## src/rtl/checkboard_cursor_ctrl_if.sv

```systemverilog
// rtl/checkboard_cursor_ctrl_if.sv - Button/vsync inputs and marked-block outputs of the cursor controller
//
// Purpose: bundles everything the cursor controller exchanges with the board
// and the VGA/checkboard pipeline, apart from the clock and reset.
// Ports (signals):
//   iBtnUp/iBtnDown/iBtnLeft/iBtnRight : raw asynchronous push-buttons, active-high
//   iVGAVerticalSync                   : active-low vertical sync, Clock domain
//   oMarkedBlockPosX/oMarkedBlockPosY  : committed cursor column/row
//   oMoveEvent                         : one-cycle pulse per internal cursor move
// Modports: master = board/pipeline side, slave = cursor controller.
interface checkboard_cursor_ctrl_if;
  logic       iBtnUp;
  logic       iBtnDown;
  logic       iBtnLeft;
  logic       iBtnRight;
  logic       iVGAVerticalSync;
  logic [2:0] oMarkedBlockPosX;
  logic [2:0] oMarkedBlockPosY;
  logic       oMoveEvent;

  modport master (
    output iBtnUp, iBtnDown, iBtnLeft, iBtnRight, iVGAVerticalSync,
    input  oMarkedBlockPosX, oMarkedBlockPosY, oMoveEvent
  );

  modport slave (
    input  iBtnUp, iBtnDown, iBtnLeft, iBtnRight, iVGAVerticalSync,
    output oMarkedBlockPosX, oMarkedBlockPosY, oMoveEvent
  );
endinterface

```

## src/rtl/checkboard_cursor_ctrl.sv

```systemverilog
// rtl/checkboard_cursor_ctrl.sv - Debounced push-button cursor with auto-repeat and vsync-aligned commit
//
// Purpose: synchronises, debounces and edge-detects four buttons, moves a
// wrap-around cursor on the block grid (with auto-repeat while held) and
// commits the position to the outputs only at the vsync falling edge.
// Ports:
//   Clock : single rising-edge clock
//   Reset : asynchronous active-low reset
//   bus   : checkboard_cursor_ctrl_if.slave (buttons, vsync, position, move pulse)
module checkboard_cursor_ctrl #(
  parameter int          GRID_X          = 4,
  parameter int          GRID_Y          = 4,
  parameter logic [15:0] DEBOUNCE_CYCLES = 16'd50000,
  parameter logic [23:0] REPEAT_DELAY    = 24'd5000000,
  parameter logic [23:0] REPEAT_RATE     = 24'd1250000
) (
  input logic                     Clock,
  input logic                     Reset,
  checkboard_cursor_ctrl_if.slave bus
);
  localparam logic [2:0] MaxX     = 3'(GRID_X - 1);
  localparam logic [2:0] MaxY     = 3'(GRID_Y - 1);
  localparam logic [1:0] DirUp    = 2'd0;
  localparam logic [1:0] DirDown  = 2'd1;
  localparam logic [1:0] DirLeft  = 2'd2;
  localparam logic [1:0] DirRight = 2'd3;

  typedef enum logic [1:0] {IDLE, DELAY, REPEAT} repeatStateT;

  logic [3:0]  btnRaw;
  logic [3:0]  sync1, sync2, stable, stablePrev, armed, pressEdge;
  logic [15:0] dbCnt [4];
  logic [1:0]  syncValid;

  repeatStateT state, stateNext;
  logic [23:0] rptCnt, rptCntNext;
  logic [1:0]  dir, dirNext, pressDir, moveDir;
  logic        doMove;

  logic [2:0]  posX, posY, markX, markY;
  logic        moveEvent, vsyncPrev;

  assign btnRaw = {bus.iBtnRight, bus.iBtnLeft, bus.iBtnDown, bus.iBtnUp};

  // A button only produces press edges once it has been seen released after
  // reset. syncValid marks when sync2 reflects the real pin rather than its
  // reset value, so a button held through reset stays unarmed until let go.
  always_ff @(posedge Clock or negedge Reset) begin
    if (!Reset) begin
      sync1      <= '0;
      sync2      <= '0;
      stable     <= '0;
      stablePrev <= '0;
      armed      <= '0;
      syncValid  <= '0;
      for (int i = 0; i < 4; i++) dbCnt[i] <= '0;
    end else begin
      sync1      <= btnRaw;
      sync2      <= sync1;
      stablePrev <= stable;
      syncValid  <= {syncValid[0], 1'b1};
      for (int i = 0; i < 4; i++) begin
        if (syncValid[1] && !sync2[i]) armed[i] <= 1'b1;
        if (sync2[i] == stable[i]) begin
          dbCnt[i] <= '0;
        end else if (dbCnt[i] == DEBOUNCE_CYCLES - 16'd1) begin
          stable[i] <= ~stable[i];
          dbCnt[i]  <= '0;
        end else begin
          dbCnt[i] <= dbCnt[i] + 16'd1;
        end
      end
    end
  end

  assign pressEdge = stable & ~stablePrev & armed;

  // Up > Down > Left > Right
  always_comb begin
    pressDir = DirRight;
    if (pressEdge[0])      pressDir = DirUp;
    else if (pressEdge[1]) pressDir = DirDown;
    else if (pressEdge[2]) pressDir = DirLeft;
  end

  always_ff @(posedge Clock or negedge Reset) begin
    if (!Reset) begin
      state  <= IDLE;
      rptCnt <= '0;
      dir    <= DirUp;
    end else begin
      state  <= stateNext;
      rptCnt <= rptCntNext;
      dir    <= dirNext;
    end
  end

  always_comb begin
    stateNext  = state;
    rptCntNext = rptCnt;
    dirNext    = dir;
    doMove     = 1'b0;
    moveDir    = dir;
    case (state)
      IDLE: begin
        if (|pressEdge) begin
          doMove     = 1'b1;
          moveDir    = pressDir;
          dirNext    = pressDir;
          rptCntNext = '0;
          stateNext  = DELAY;
        end
      end
      DELAY: begin
        // With REPEAT_DELAY == 0 the FSM parks here until release.
        if (!stable[dir]) begin
          stateNext = IDLE;
        end else if ((REPEAT_DELAY != 24'd0) && (rptCnt == REPEAT_DELAY - 24'd1)) begin
          doMove     = 1'b1;
          rptCntNext = '0;
          stateNext  = REPEAT;
        end else begin
          rptCntNext = rptCnt + 24'd1;
        end
      end
      REPEAT: begin
        if (!stable[dir]) begin
          stateNext = IDLE;
        end else if (rptCnt == REPEAT_RATE - 24'd1) begin
          doMove     = 1'b1;
          rptCntNext = '0;
        end else begin
          rptCntNext = rptCnt + 24'd1;
        end
      end
      default: stateNext = IDLE;
    endcase
  end

  // The commit samples the pre-move position when both happen on one edge.
  always_ff @(posedge Clock or negedge Reset) begin
    if (!Reset) begin
      posX      <= '0;
      posY      <= '0;
      markX     <= '0;
      markY     <= '0;
      moveEvent <= 1'b0;
      vsyncPrev <= 1'b1;
    end else begin
      moveEvent <= doMove;
      vsyncPrev <= bus.iVGAVerticalSync;
      if (vsyncPrev && !bus.iVGAVerticalSync) begin
        markX <= posX;
        markY <= posY;
      end
      if (doMove) begin
        case (moveDir)
          DirUp:    posY <= (posY == 3'd0) ? MaxY : posY - 3'd1;
          DirDown:  posY <= (posY == MaxY) ? 3'd0 : posY + 3'd1;
          DirLeft:  posX <= (posX == 3'd0) ? MaxX : posX - 3'd1;
          default:  posX <= (posX == MaxX) ? 3'd0 : posX + 3'd1;
        endcase
      end
    end
  end

  assign bus.oMarkedBlockPosX = markX;
  assign bus.oMarkedBlockPosY = markY;
  assign bus.oMoveEvent       = moveEvent;
endmodule

```

## src/flat_wrapper.sv

```systemverilog
// flat-port wrapper written by rule: the top's interface ports become plain ports
module checkboard_cursor_ctrl_flat 
#(
  parameter int          GRID_X          = 4,
  parameter int          GRID_Y          = 4,
  parameter logic [15:0] DEBOUNCE_CYCLES = 16'd50000,
  parameter logic [23:0] REPEAT_DELAY    = 24'd5000000,
  parameter logic [23:0] REPEAT_RATE     = 24'd1250000
)
  (Clock, Reset, bus_iBtnUp, bus_iBtnDown, bus_iBtnLeft, bus_iBtnRight, bus_iVGAVerticalSync, bus_oMarkedBlockPosX, bus_oMarkedBlockPosY, bus_oMoveEvent);
  checkboard_cursor_ctrl_if bus_i ();
  input logic Clock;
  input logic Reset;
  input wire logic [$bits(bus_i.iBtnUp)-1:0] bus_iBtnUp;
  input wire logic [$bits(bus_i.iBtnDown)-1:0] bus_iBtnDown;
  input wire logic [$bits(bus_i.iBtnLeft)-1:0] bus_iBtnLeft;
  input wire logic [$bits(bus_i.iBtnRight)-1:0] bus_iBtnRight;
  input wire logic [$bits(bus_i.iVGAVerticalSync)-1:0] bus_iVGAVerticalSync;
  output wire logic [$bits(bus_i.oMarkedBlockPosX)-1:0] bus_oMarkedBlockPosX;
  output wire logic [$bits(bus_i.oMarkedBlockPosY)-1:0] bus_oMarkedBlockPosY;
  output wire logic [$bits(bus_i.oMoveEvent)-1:0] bus_oMoveEvent;
  assign bus_i.iBtnUp = bus_iBtnUp;
  assign bus_i.iBtnDown = bus_iBtnDown;
  assign bus_i.iBtnLeft = bus_iBtnLeft;
  assign bus_i.iBtnRight = bus_iBtnRight;
  assign bus_i.iVGAVerticalSync = bus_iVGAVerticalSync;
  assign bus_oMarkedBlockPosX = bus_i.oMarkedBlockPosX;
  assign bus_oMarkedBlockPosY = bus_i.oMarkedBlockPosY;
  assign bus_oMoveEvent = bus_i.oMoveEvent;
  checkboard_cursor_ctrl #(.GRID_X(GRID_X), .GRID_Y(GRID_Y), .DEBOUNCE_CYCLES(DEBOUNCE_CYCLES), .REPEAT_DELAY(REPEAT_DELAY), .REPEAT_RATE(REPEAT_RATE)) u_core (.Clock(Clock), .Reset(Reset), .bus(bus_i));
endmodule
```

## config.mk

```make
export PLATFORM = sky130hd
export DESIGN_NAME = checkboard_cursor_ctrl_flat
export DESIGN_NICKNAME = d
export VERILOG_FILES = /design/src/rtl/checkboard_cursor_ctrl_if.sv /design/src/rtl/checkboard_cursor_ctrl.sv /design/src/flat_wrapper.sv
export SDC_FILE = /design/constraint.sdc
export NUM_CORES = 1
export LEC_CHECK = 0
export CORE_ASPECT_RATIO = 0.75
export CORE_UTILIZATION = 40
export CTS_CLUSTER_DIAMETER = 30
export DETAILED_ROUTE_END_ITERATION = 8
export PLACE_DENSITY = 0.63
export RECOVER_POWER = 100
export SYNTH_ARGS = -nofsm -noshare
export SYNTH_HDL_FRONTEND = slang
export SYNTH_SLANG_ARGS = --single-unit
```

## constraint.sdc

```tcl
create_clock -name Clock -period 3.5 [get_ports Clock]
set_input_delay 0.7 -clock Clock [delete_from_list [all_inputs] [get_ports Clock]]
set_output_delay 0.7 -clock Clock [all_outputs]
set_load 0.005 [all_outputs]
```

Yosys cells after proc, flatten, opt, wreduce, memory -nomap -nowiden
Cells that the tools add are included.

Register bits after elaboration: 128. Bits of input ports: 7. Output and inout port bits: 7. Logic and storage cells: 132.

$add $sub $neg: 9. Magnitude comparators: 1. Eq/ne operators: 21. Muxes and demuxes: 38. Bitwise logic cells: 12. Reduce and logical (&&, ||, !) cells: 26.

Operator list (count): 2-to-1 mux 16 bit (8); 2-to-1 mux 24 bit (5); one-hot mux 24 bit (3 select lines) (1); adder 16 x 1 -> 16 bit (second input constant) (4); equality test 16 bit (second input constant) (4); adder 24 x 1 -> 24 bit (second input constant) (1); equality test 24 x 21 -> 1 bit (second input constant) (1); equality test 24 x 23 -> 1 bit (second input constant) (1); 2-to-1 mux 2 bit (8); 2-to-1 mux 3 bit (4); one-hot mux 3 bit (2 select lines) (2); AND reduction 2 bit (6); NOT 1 bit (9); bitwise AND 4 bit (2); 2-to-1 mux 1 bit (7); adder 3 x 1 -> 3 bit (second input constant) (2); equality test 3 x 2 -> 1 bit (second input constant) (2); logical NOT 3 bit (2); != test 2 x 1 -> 1 bit (second input constant) (3); one-hot mux 2 bit (3 select lines) (1); subtractor 3 x 1 -> 3 bit (second input constant) (2); logical AND 1 bit (5); logical NOT 1 bit (5); equality test 1 bit (4); other kinds (15) (18).

Logic depth before layout (Yosys ltp)
Gate-level depths: netlist of run 1.

Word-level depth: 12. Depth in mapped cells: 9. Gate-level depth less buffers: 9.

Least setup slack after synthesis of run 1
No wires, ideal clock.

Path kind: reg-to-reg. From: register u_core.rptCnt[0]. To: register u_core.rptCnt[23]. Library setup time: 0.076 ns. Arrival: 2.008 ns. Data required time: 3.424 ns. Setup slack: 1.415 ns. Cell stages (with the launch flop): 9. Path buffers: 1. Period minus slack after synthesis: 2.085 ns. Cells stage by stage: dfrtp_1 ha_1 and3_1 buf_2 nand3_1 o31a_1 o21ai_1 or4_1 o21ai_1.

Cells in the longest elaborated chain, start to end: 4. Elaborated cells on any way between the ends: 8. Classes of those cells: 1 x add/sub; 2 x eq/ne; 5 x mux.

RTL lines: start: declaration (RTL line checkboard_cursor_ctrl.sv:36) `logic [23:0] rptCnt, rptCntNext;`; start signal: assignment (RTL line checkboard_cursor_ctrl.sv:93) `rptCnt <= rptCntNext;`; adder 24 x 1 -> 24 bit (tied with other cells) (RTL line checkboard_cursor_ctrl.sv:123, checkboard_cursor_ctrl.sv:133); 2-to-1 mux 24 bit (on tied branches) (RTL line checkboard_cursor_ctrl.sv:129, checkboard_cursor_ctrl.sv:118); 2-to-1 mux 24 bit (on tied branches) (RTL line checkboard_cursor_ctrl.sv:127, checkboard_cursor_ctrl.sv:116); one-hot mux 24 bit (3 select lines) * (RTL line checkboard_cursor_ctrl.sv:104) `case (state)`.

Every way passes the cells marked *; elsewhere a longest branch is shown, timed or not. The select of a mux whose other input is x is not followed. A chain may end at the register's enable or synchronous reset.

Final worst setup path of run 1
From: register u_core.rptCnt[0]. To: register u_core.rptCnt[11].

Same word-level chain as after synthesis.

==> run_results.csv, run 1 <==
group,metric,value,unit
status,status,"complete, but fails checks",
status,violations,"capacitance limit, slew limit",
clocking,numCtsBuffers,17,
route,via_count,4488,
global_routing,grt_pass1_vias,4365,
global_routing,grt_pass1_wl,20.6,mm
logic_synthesis,synth_edf_count,0,
sta,slew_headroom,-0.155,
power,power,3.45,mW
sta,tightestPinTransition,1730,ps
logic_synthesis,yosys_warnings,0,
clocking,post_cts.repair.setup_buffers,0,
global_routing,grt_max_degree,65,
sta,hold_viol_final,0,
layout,area_growth,15.4,%
placement,portBuffers,13,
placement,hpwl,7.94,mm
global_routing,grt_remaining_overflow,0,
floorplan,start_util,0.409,
placement,post-place-ws,907,ps
clocking,path_clk_slew,50,ps
sta,fin_tns_setup,0,ps
global_routing,grt_usage,0.161,
clocking,cts_buffer_depth,2,
power,power.density,481,mW/mm^2
floorplan,die_h,110,um
logic_synthesis,yosysSeqAreaShare,0.516,
clocking,htree_levels,4,
layout,final_area,0.00717,sq mm
route,ant_nets,0,
sta,finalCritPeriodShare,0.766,
power,ir_drop,336,uV
route,drtIter0Drc,206,
logic_synthesis,ys.flop_type,"dfrtp_1",
clocking,clk_latency,410,ps
worst_setup_path,endpoint_kind,"flip-flop",
sta,setup_viol,0,
logic_synthesis,synth.net_count,653,
placement,place_area,0.00656,sq mm
layout,n_fill_cell,1378,
worst_setup_path,path_max_fanout,12,
logic_synthesis,syn_inst,630,
placement,place.gp.congestion,0.844,
global_routing,antenna_found_initial,0,
floorplan,ios,14,
worst_setup_path,path_class,"reg -> reg",
layout,drive_above_1_share,0.0679,
sta,max_freq,373,MHz
layout,antennaDiodeCount,0,
sta,clock_skew,9.80,ps
sta,hold_slack,345,ps
route,viasPerCell,5.17,
sta,rsz0062_at_grt,"false",
clocking,root_buffer,"clkbuf_16",
logic_synthesis,syn_area_per_cell,9.86,sq um
route,drc,0,
clocking,post_cts_resized,0,
floorplan,dieArea,0.0160,sq mm
sta,min_period,2680,ps
clocking,cts_tree,"yes",
logic_synthesis,yosys.cell_types.count,61,
power,power_leakage,3.15,nW
worst_setup_path,max_stage_delay,740,ps
logic_synthesis,synthArstFlopShare,1.00,
route,wire_per_inst,13.4,um
route,routed_wl,11.6,mm
sta,drv_slew,31,
layout,utilization,0.472,
floorplan,die-width,146,um
worst_setup_path,slowest_stage,"o211ai_1",
clocking,cts-hold-fix-buffers,0,
floorplan,rows,39,
layout,layout.cells.non_filler,868,
min_path,hold_class,"reg -> reg",
floorplan,core,0.0152,sq mm
worst_setup_path,path_cells,"ha_1 -> and3_1 -> nand3_1 -> o31a_1 -> o211ai_1 -> nor2_1 -> mux2_2",
sta,setup_ws,818,ps
route,first_pass_iters,4,
placement,dp_cells,836,
clocking,cts.sinks,128,
worst_setup_path,cp.required,3790,ps
layout,finalNetCount,673,
flow_run,drv_cap,1,
worst_setup_path,cp_data_arrival_time,2970,ps
worst_setup_path,startpoint_type,"flip-flop",
logic_synthesis,ys_ff_latch,128,
logic_synthesis,netlist_area,0.00621,sq mm
## worst max-delay path: cells and delay by family, from the launching register on
family                   cells  cell delay [ps]
multiplexers                 1              290
AO/OA/AOI/OAI                2             1100
adder cells (fa/ha/maj)      1              200
flip-flops                   1              380
AND/OR/NAND/NOR              3              590
## flip-flops by register name, summed over array words and instances, names as in the netlist, 4 cells and up
name               count
u_core.dbCnt          64
u_core.rptCnt         24
u_core.armed           4
u_core.stablePrev      4
u_core.stable          4
u_core.sync1           4
u_core.sync2           4
## kinds of logic after synthesis
family          after synthesis  synth area share
compound gates               83            0.0886
other cells                   1          0.000604
buf+inv                      50            0.0326
simple gates                280             0.224
flops                       128             0.516
fa+ha+maj                    16            0.0322
mux                           6            0.0125
xor+xnor                     66            0.0931
## worst paths after layout
kind,slack [ps],depth (start not counted),endpoint,start
setup / recovery,820,7,u_core.rptCnt[11]$_DFFE_PN0P_,u_core.rptCnt[0]$_DFFE_PN0P_
hold / removal,340,0,u_core.sync2[1]$_DFF_PN0_,u_core.sync1[1]$_DFF_PN0_
setup reg to reg,820,7,u_core.rptCnt[11]$_DFFE_PN0P_,u_core.rptCnt[0]$_DFFE_PN0P_
hold reg to reg,340,0,u_core.sync2[1]$_DFF_PN0_,u_core.sync1[1]$_DFF_PN0_
max in group asynchronous,1120,2,u_core.dbCnt[29]$_DFF_PN0_,Reset
min in group asynchronous,750,1,u_core.dbCnt[54]$_DFF_PN0_,Reset
## power breakdown
group,switching [mW],total [mW],internal (mW)
registers,0.0129,1.51,1.50
logic,0.0515,0.0714,0.0199
clock network,0.632,1.86,1.23
## metal layers
metal  GRT usage  up-vias  routed length [um]
met5           0        -                   0
met4      0.0571        0                 107
met3      0.0436       14                 412
met2       0.251       77                5350
met1       0.215     2194                5730
li1            -     2203                   -
## cells in the final DEF (no fill, tap or decap), types with 10 or more instances in the layout
cell type / instances
xnor2_1: 21
nand3_1: 36
nor2_1: 92
a21oi_1: 16
dfrtp_1: 127
and3_1: 10
ha_1: 16
dlygate4sd3_1: 12
nand2_1: 59
o21ai_0: 26
xor2_1: 45
clkbuf_16: 17
nor3_1: 15
nand4_1: 20
inv_1: 36
## layout make-up
cell class,instances,area (sq um),area share
multi-input cells,452,2800,0.390
clock buffers,23,468,0.0653
repair buffers,15,149,0.0208
flip-flops and latches,128,3200,0.447
inverters,36,135,0.0189
well taps,205,256,0.0358
clock inverters,9,158,0.0220
## cell usage after synthesis (4+ instances only)
cell	instances	share of area
a21o_1	8	0.0097
a21oi_1	16	0.013
a31oi_1	4	0.0040
and2_1	4	0.0040
and3_1	10	0.010
and4_1	4	0.0056
clkbuf_1	9	0.0054
dfrtp_1	127	0.51
ha_1	16	0.032
inv_1	36	0.022
mux2_2	4	0.0073
nand2_1	59	0.036
nand3_1	36	0.029
nand3b_1	4	0.0048
nand4_1	20	0.020
nor2_1	91	0.055
nor3_1	15	0.012
nor4_1	4	0.0040
nor4b_1	4	0.0056
o21a_1	5	0.0060
o21ai_0	22	0.018
o21ai_1	4	0.0032
o22ai_1	5	0.0050
or2_2	4	0.0040
or3_1	6	0.0060
xnor2_1	21	0.030
xor2_1	45	0.063
No activity file was read; power rests on OpenSTA's default activity.
==> inputs of run 2 (changes only) <==
Settings changed: PLACE_DENSITY 0.63 to 0.66.
Clock period 3.5 ns to 2.4 ns, I/O delays scaled along.
==> run 2 against run 1 <==
The flow now finishes without violations. Register-to-register slack got worse by 660 ps. Sequential power increased by 46%. Hold slack got worse by 100 ps. Clock skew increased by 1.3 ps. Setup slack got worse by 660 ps. Largest cell class unchanged.
==> run_results.csv, run 2 (synthesis gave the netlist of run 1 again) <==
group,metric,value,unit
layout,largest_reg_flops,64,
worst_setup_path,cp_data_arrival_time,2540,ps
route,routed_wl,12.3,mm
sta,clock_skew,11.1,ps
placement,portBuffers,13,
worst_setup_path,r2r_cells,9,
worst_setup_path,startpoint_type,"flip-flop",
global_routing,grt_max_degree,62,
placement,dp_cells,854,
route,wire_per_inst,13.9,um
global_routing,grt_usage,0.169,
layout,reg_top3,"u_core.dbCnt (64), u_core.rptCnt (24)",
layout,area_growth,17.5,%
layout,regMostFlops,"u_core.dbCnt",
floorplan,die-width,146,um
sta,finalCritPeriodShare,0.935,
global_routing,grt_pass1_vias,4585,
route,drtIter0Drc,352,
worst_setup_path,r2r_start,"u_core.state[1]$_DFFE_PN0P_",
layout,final_common_cell,"dfrtp_1",
route,drc,0,
floorplan,start_util,0.409,
clocking,htree_levels,4,
worst_setup_path,path_class,"reg -> reg",
sta,slew_headroom,0.318,
sta,hold_slack,242,ps
worst_setup_path,endpoint_kind,"flip-flop",
layout,final_area,0.00730,sq mm
layout,finalNetCount,693,
clocking,cts-hold-fix-buffers,0,
sta,drv_slew,0,
floorplan,dieArea,0.0160,sq mm
layout,antennaDiodeCount,0,
sta,hold_viol_final,0,
layout,layout.cells.non_filler,888,
power,power.density,675,mW/mm^2
placement,hpwl,8.41,mm
status,status,"finished clean",
sta,tightestPinTransition,1020,ps
layout,drive_above_1_share,0.108,
global_routing,antenna_found_initial,0,
min_path,hold_class,"in -> async",
global_routing,grt_pass1_wl,21.5,mm
worst_setup_path,rrSetupSlack,160,ps
worst_setup_path,regToRegEndpoint,"u_core.posX[0]$_DFFE_PN0P_",
route,via_count,4603,
placement,place.gp.congestion,0.866,
floorplan,ios,14,
floorplan,rows,39,
route,first_pass_iters,5,
sta,rsz0062_at_grt,"true",
clocking,root_buffer,"clkbuf_16",
power,power_leakage,3.24,nW
floorplan,core,0.0152,sq mm
flow_run,drv_cap,0,
route,viasPerCell,5.18,
clocking,cts_buffer_depth,2,
placement,place_area,0.00670,sq mm
clocking,cts.sinks,128,
sta,setup_viol,0,
sta,min_period,2240,ps
clocking,path_clk_slew,60,ps
sta,max_freq,446,MHz
layout,n_fill_cell,1367,
global_routing,grt_remaining_overflow,0,
route,ant_nets,0,
layout,final_cell_mix,"dfrtp_1, nor2_1, nand2_1, xor2_1",
floorplan,die_h,110,um
sta,fin_tns_setup,0,ps
clocking,cts_tree,"yes",
power,ir_drop,511,uV
worst_setup_path,path_max_fanout,7,
clocking,clk_latency,420,ps
clocking,numCtsBuffers,17,
worst_setup_path,cp.required,2690,ps
## run 2: cell types whose count changed in the layout (fill, tap and decap cells not counted), sizes merged
cell and delta:
bufinv -1, clkinv +2, buf +16, inv +3
## run 2: critical path, stage by stage (launching register included)
cell and delay [ps]:
dfrtp_1 400, inv_1 120, ha_1 390, inv_1 170, a21o_1 200, o21ai_0 100, inv_1 100, a31oi_2 330
a31oi_1 80, o22a_1 220
## run 2: what timing repair did
item,4_1_cts,5_1_grt
buffers inserted,0,2
gates resized for setup,0,5
setup endpoints to repair,0,14
## run 2: power by group
| group | total, mW | internal (mW) | switching, mW | leakage [nW] |
|---|---|---|---|---|
| clock network | 2.62 | 1.64 | 0.982 | 0.288 |
| registers | 2.21 | 2.19 | 0.0199 | 1.73 |
| logic | 0.103 | 0.0273 | 0.0757 | 1.22 |
| total | 4.93 | 3.85 | 1.08 | 3.24 |
## run 2: worst max path at each step
| stage | start | end | slack, ps | cells after the start |
|---|---|---|---|---|
| 2_1_floorplan | u_core.rptCnt[0]$_DFFE_PN0P_ | u_core.rptCnt[23]$_DFFE_PN0P_ | 320 | 8 |
| 3_3_place_gp | u_core.rptCnt[0]$_DFFE_PN0P_ | u_core.rptCnt[12]$_DFFE_PN0P_ | 240 | 9 |
| 3_5_place_dp | u_core.rptCnt[0]$_DFFE_PN0P_ | u_core.rptCnt[19]$_DFFE_PN0P_ | 170 | 8 |
| 4_1_cts | u_core.stable[3]$_DFFE_PN0P_ | u_core.rptCnt[12]$_DFFE_PN0P_ | 130 | 6 |
| 5_1_grt | u_core.rptCnt[0]$_DFFE_PN0P_ | u_core.posY[0]$_DFFE_PN0P_ | -20 | 8 |
| 6_report | u_core.state[1]$_DFFE_PN0P_ | u_core.posX[0]$_DFFE_PN0P_ | 160 | 9 |
## run 2: per-layer routing
| layer | wire length, um | track usage | vias up |
|---|---|---|---|
| met5 | 0 | 0 | - |
| met4 | 150 | 0.0609 | 0 |
| met3 | 417 | 0.0378 | 13 |
| met2 | 5900 | 0.282 | 74 |
| met1 | 5880 | 0.217 | 2266 |
| li1 | - | - | 2250 |
## run 2: cell type report
cell class,instances,area [sq um],area share
Inverter,36,135,0.0185
Multi-Input combinational cell,452,2830,0.387
Timing Repair Buffer,35,280,0.0384
Sequential cell,128,3200,0.439
Clock inverter,13,164,0.0225
Clock buffer,19,433,0.0593
Tap cell,205,256,0.0351
## run 2: through the flow
step / util / worst slack, ps / power (mW)
6_report: 0.481 / 156 / 4.93
5_1_grt: 0.481 / -18.4 / 5.09
4_1_cts: 0.481 / 126 / 5.00
3_5_place_dp: 0.442 / 168 / 2.36
3_3_place_gp: 0.442 / 244 / 2.35
2_1_floorplan: - / 315 / 2.29
==> inputs of run 3 (changes only) <==
Settings changed: ABC_CLOCK_PERIOD_IN_PS set to 2400, SKIP_CTS_REPAIR_TIMING set to 1, SKIP_LAST_GASP set to 1.
==> run 3 against run 2 <==
Global-route usage is the same. Hold slack barely moved. Critical path depth fell by 1. Utilization decreased by 0.099 points. Highest routed layer unchanged. Sequential power is essentially flat. Total power about the same. Cell count unchanged. Via count grew 0.28%. Final area shrank 0.21%. Largest cell class unchanged.
==> run_results.csv, run 3 (synthesis gave the netlist of run 1 again) <==
group,metric,value,unit
status,status,"finished clean",
clocking,numCtsBuffers,17,
route,via_count,4616,
layout,largest_reg_flops,64,
placement,place_area,0.00670,sq mm
global_routing,grt_max_degree,62,
floorplan,start_util,0.409,
worst_setup_path,rrSetupSlack,170,ps
sta,min_period,2230,ps
worst_setup_path,path_max_fanout,6,
global_routing,grt_remaining_overflow,0,
layout,antennaDiodeCount,0,
sta,hold_slack,241,ps
global_routing,grt_pass1_vias,4585,
worst_setup_path,startpoint_type,"flip-flop",
placement,place.gp.congestion,0.866,
floorplan,ios,14,
layout,regMostFlops,"u_core.dbCnt",
route,wire_per_inst,13.9,um
clocking,root_buffer,"clkbuf_16",
layout,layout.cells.non_filler,888,
layout,n_fill_cell,1372,
sta,max_freq,448,MHz
sta,drv_slew,0,
floorplan,dieArea,0.0160,sq mm
sta,tightestPinTransition,1020,ps
sta,finalCritPeriodShare,0.930,
clocking,htree_levels,4,
power,ir_drop,511,uV
worst_setup_path,cp.required,2680,ps
layout,reg_top3,"u_core.dbCnt (64), u_core.rptCnt (24)",
route,first_pass_iters,5,
floorplan,die_h,110,um
placement,hpwl,8.41,mm
route,routed_wl,12.3,mm
sta,clock_skew,11.2,ps
layout,finalNetCount,693,
route,drtIter0Drc,307,
layout,final_cell_mix,"dfrtp_1, nor2_1, nand2_1, xor2_1",
flow_run,drv_cap,0,
placement,dp_cells,854,
worst_setup_path,max_stage_delay,410,ps
clocking,cts.sinks,128,
power,power_leakage,3.24,nW
worst_setup_path,path_common_cell,"o32ai_1",
layout,utilization,0.480,
clocking,cts_tree,"yes",
clocking,cts_buffer_depth,2,
sta,setup_viol,0,
floorplan,core,0.0152,sq mm
clocking,path_clk_slew,60,ps
global_routing,antenna_found_initial,0,
placement,portBuffers,13,
placement,post-place-ws,168,ps
sta,slew_headroom,0.318,
floorplan,rows,39,
route,ant_nets,0,
worst_setup_path,path_class,"reg -> reg",
floorplan,die-width,146,um
worst_setup_path,crit_family,"compound AO/OA/AOI/OAI gates",
sta,rsz0062_at_grt,"true",
route,viasPerCell,5.20,
power,power.density,677,mW/mm^2
worst_setup_path,cp_data_arrival_time,2520,ps
worst_setup_path,endpoint_kind,"flip-flop",
global_routing,grt_usage,0.169,
layout,final_area,0.00728,sq mm
layout,final_common_cell,"dfrtp_1",
layout,multi_input_area,0.00281,sq mm
sta,hold_viol_final,0,
global_routing,grt_pass1_wl,21.5,mm
layout,seq_area,0.00320,sq mm
worst_setup_path,slowest_stage,"o32ai_1",
clocking,clk_latency,420,ps
layout,drive_above_1_share,0.107,
min_path,hold_class,"in -> async",
worst_setup_path,path_buf_inv,1,
route,drc,0,
worst_setup_path,path_cells,"ha_1 -> and3_1 -> nand3_1 -> o32ai_1 -> buf_4 -> a31oi_1 -> a21oi_1 -> o32ai_1",
sta,fin_tns_setup,0,ps
power,power,4.94,mW
sta,setup_ws,168,ps
layout,area_growth,17.3,%
==> run 3: metal layers <==
| layer | vias to the layer above | share of wire | GRT usage | wire [um] |
|---|---|---|---|---|
| met5 | - | 0 | 0 | 0 |
| met4 | 0 | 0.013 | 0.0609 | 159 |
| met3 | 18 | 0.035 | 0.0378 | 431 |
| met2 | 86 | 0.48 | 0.282 | 5870 |
| met1 | 2265 | 0.48 | 0.217 | 5870 |
| li1 | 2247 | - | - | - |
==> run 3: final timing paths <==
kind / start / to / depth (start not counted)
setup / recovery: u_core.rptCnt[0]$_DFFE_PN0P_ / u_core.posY[2]$_DFFE_PN0P_ / 8
hold / removal: Reset / u_core.dbCnt[57]$_DFF_PN0_ / 1
setup reg to reg: u_core.rptCnt[0]$_DFFE_PN0P_ / u_core.posY[2]$_DFFE_PN0P_ / 8
hold reg to reg: u_core.sync1[2]$_DFF_PN0_ / u_core.sync2[2]$_DFF_PN0_ / 0
max in group asynchronous: Reset / u_core.stable[2]$_DFFE_PN0P_ / 2
min in group Clock: u_core.sync1[2]$_DFF_PN0_ / u_core.sync2[2]$_DFF_PN0_ / 0
==> run 3: worst reg2reg max path: cells and delay by family, from the launching register on <==
kind | cells | cell delay, ps
compound gates | 4 | 920
fa+ha+maj | 1 | 210
buf+inv | 1 | 200
flops | 1 | 390
simple gates | 2 | 400
==> run 3: power breakdown <==
| part | leakage (nW) | switching, mW | internal [mW] |
|---|---|---|---|
| logic | 1.22 | 0.0760 | 0.0273 |
| registers | 1.73 | 0.0198 | 2.19 |
| clock network | 0.288 | 0.987 | 1.64 |
| total | 3.24 | 1.08 | 3.85 |
==> run 3: final cells by class <==
type                       instances  area share
sequential                       128       0.440
multi-input combinational        452       0.386
clock buffer                      19      0.0594
timing repair buffer              35      0.0385
tap                              205      0.0352
clock inverter                    13      0.0225
inverter                          36      0.0186
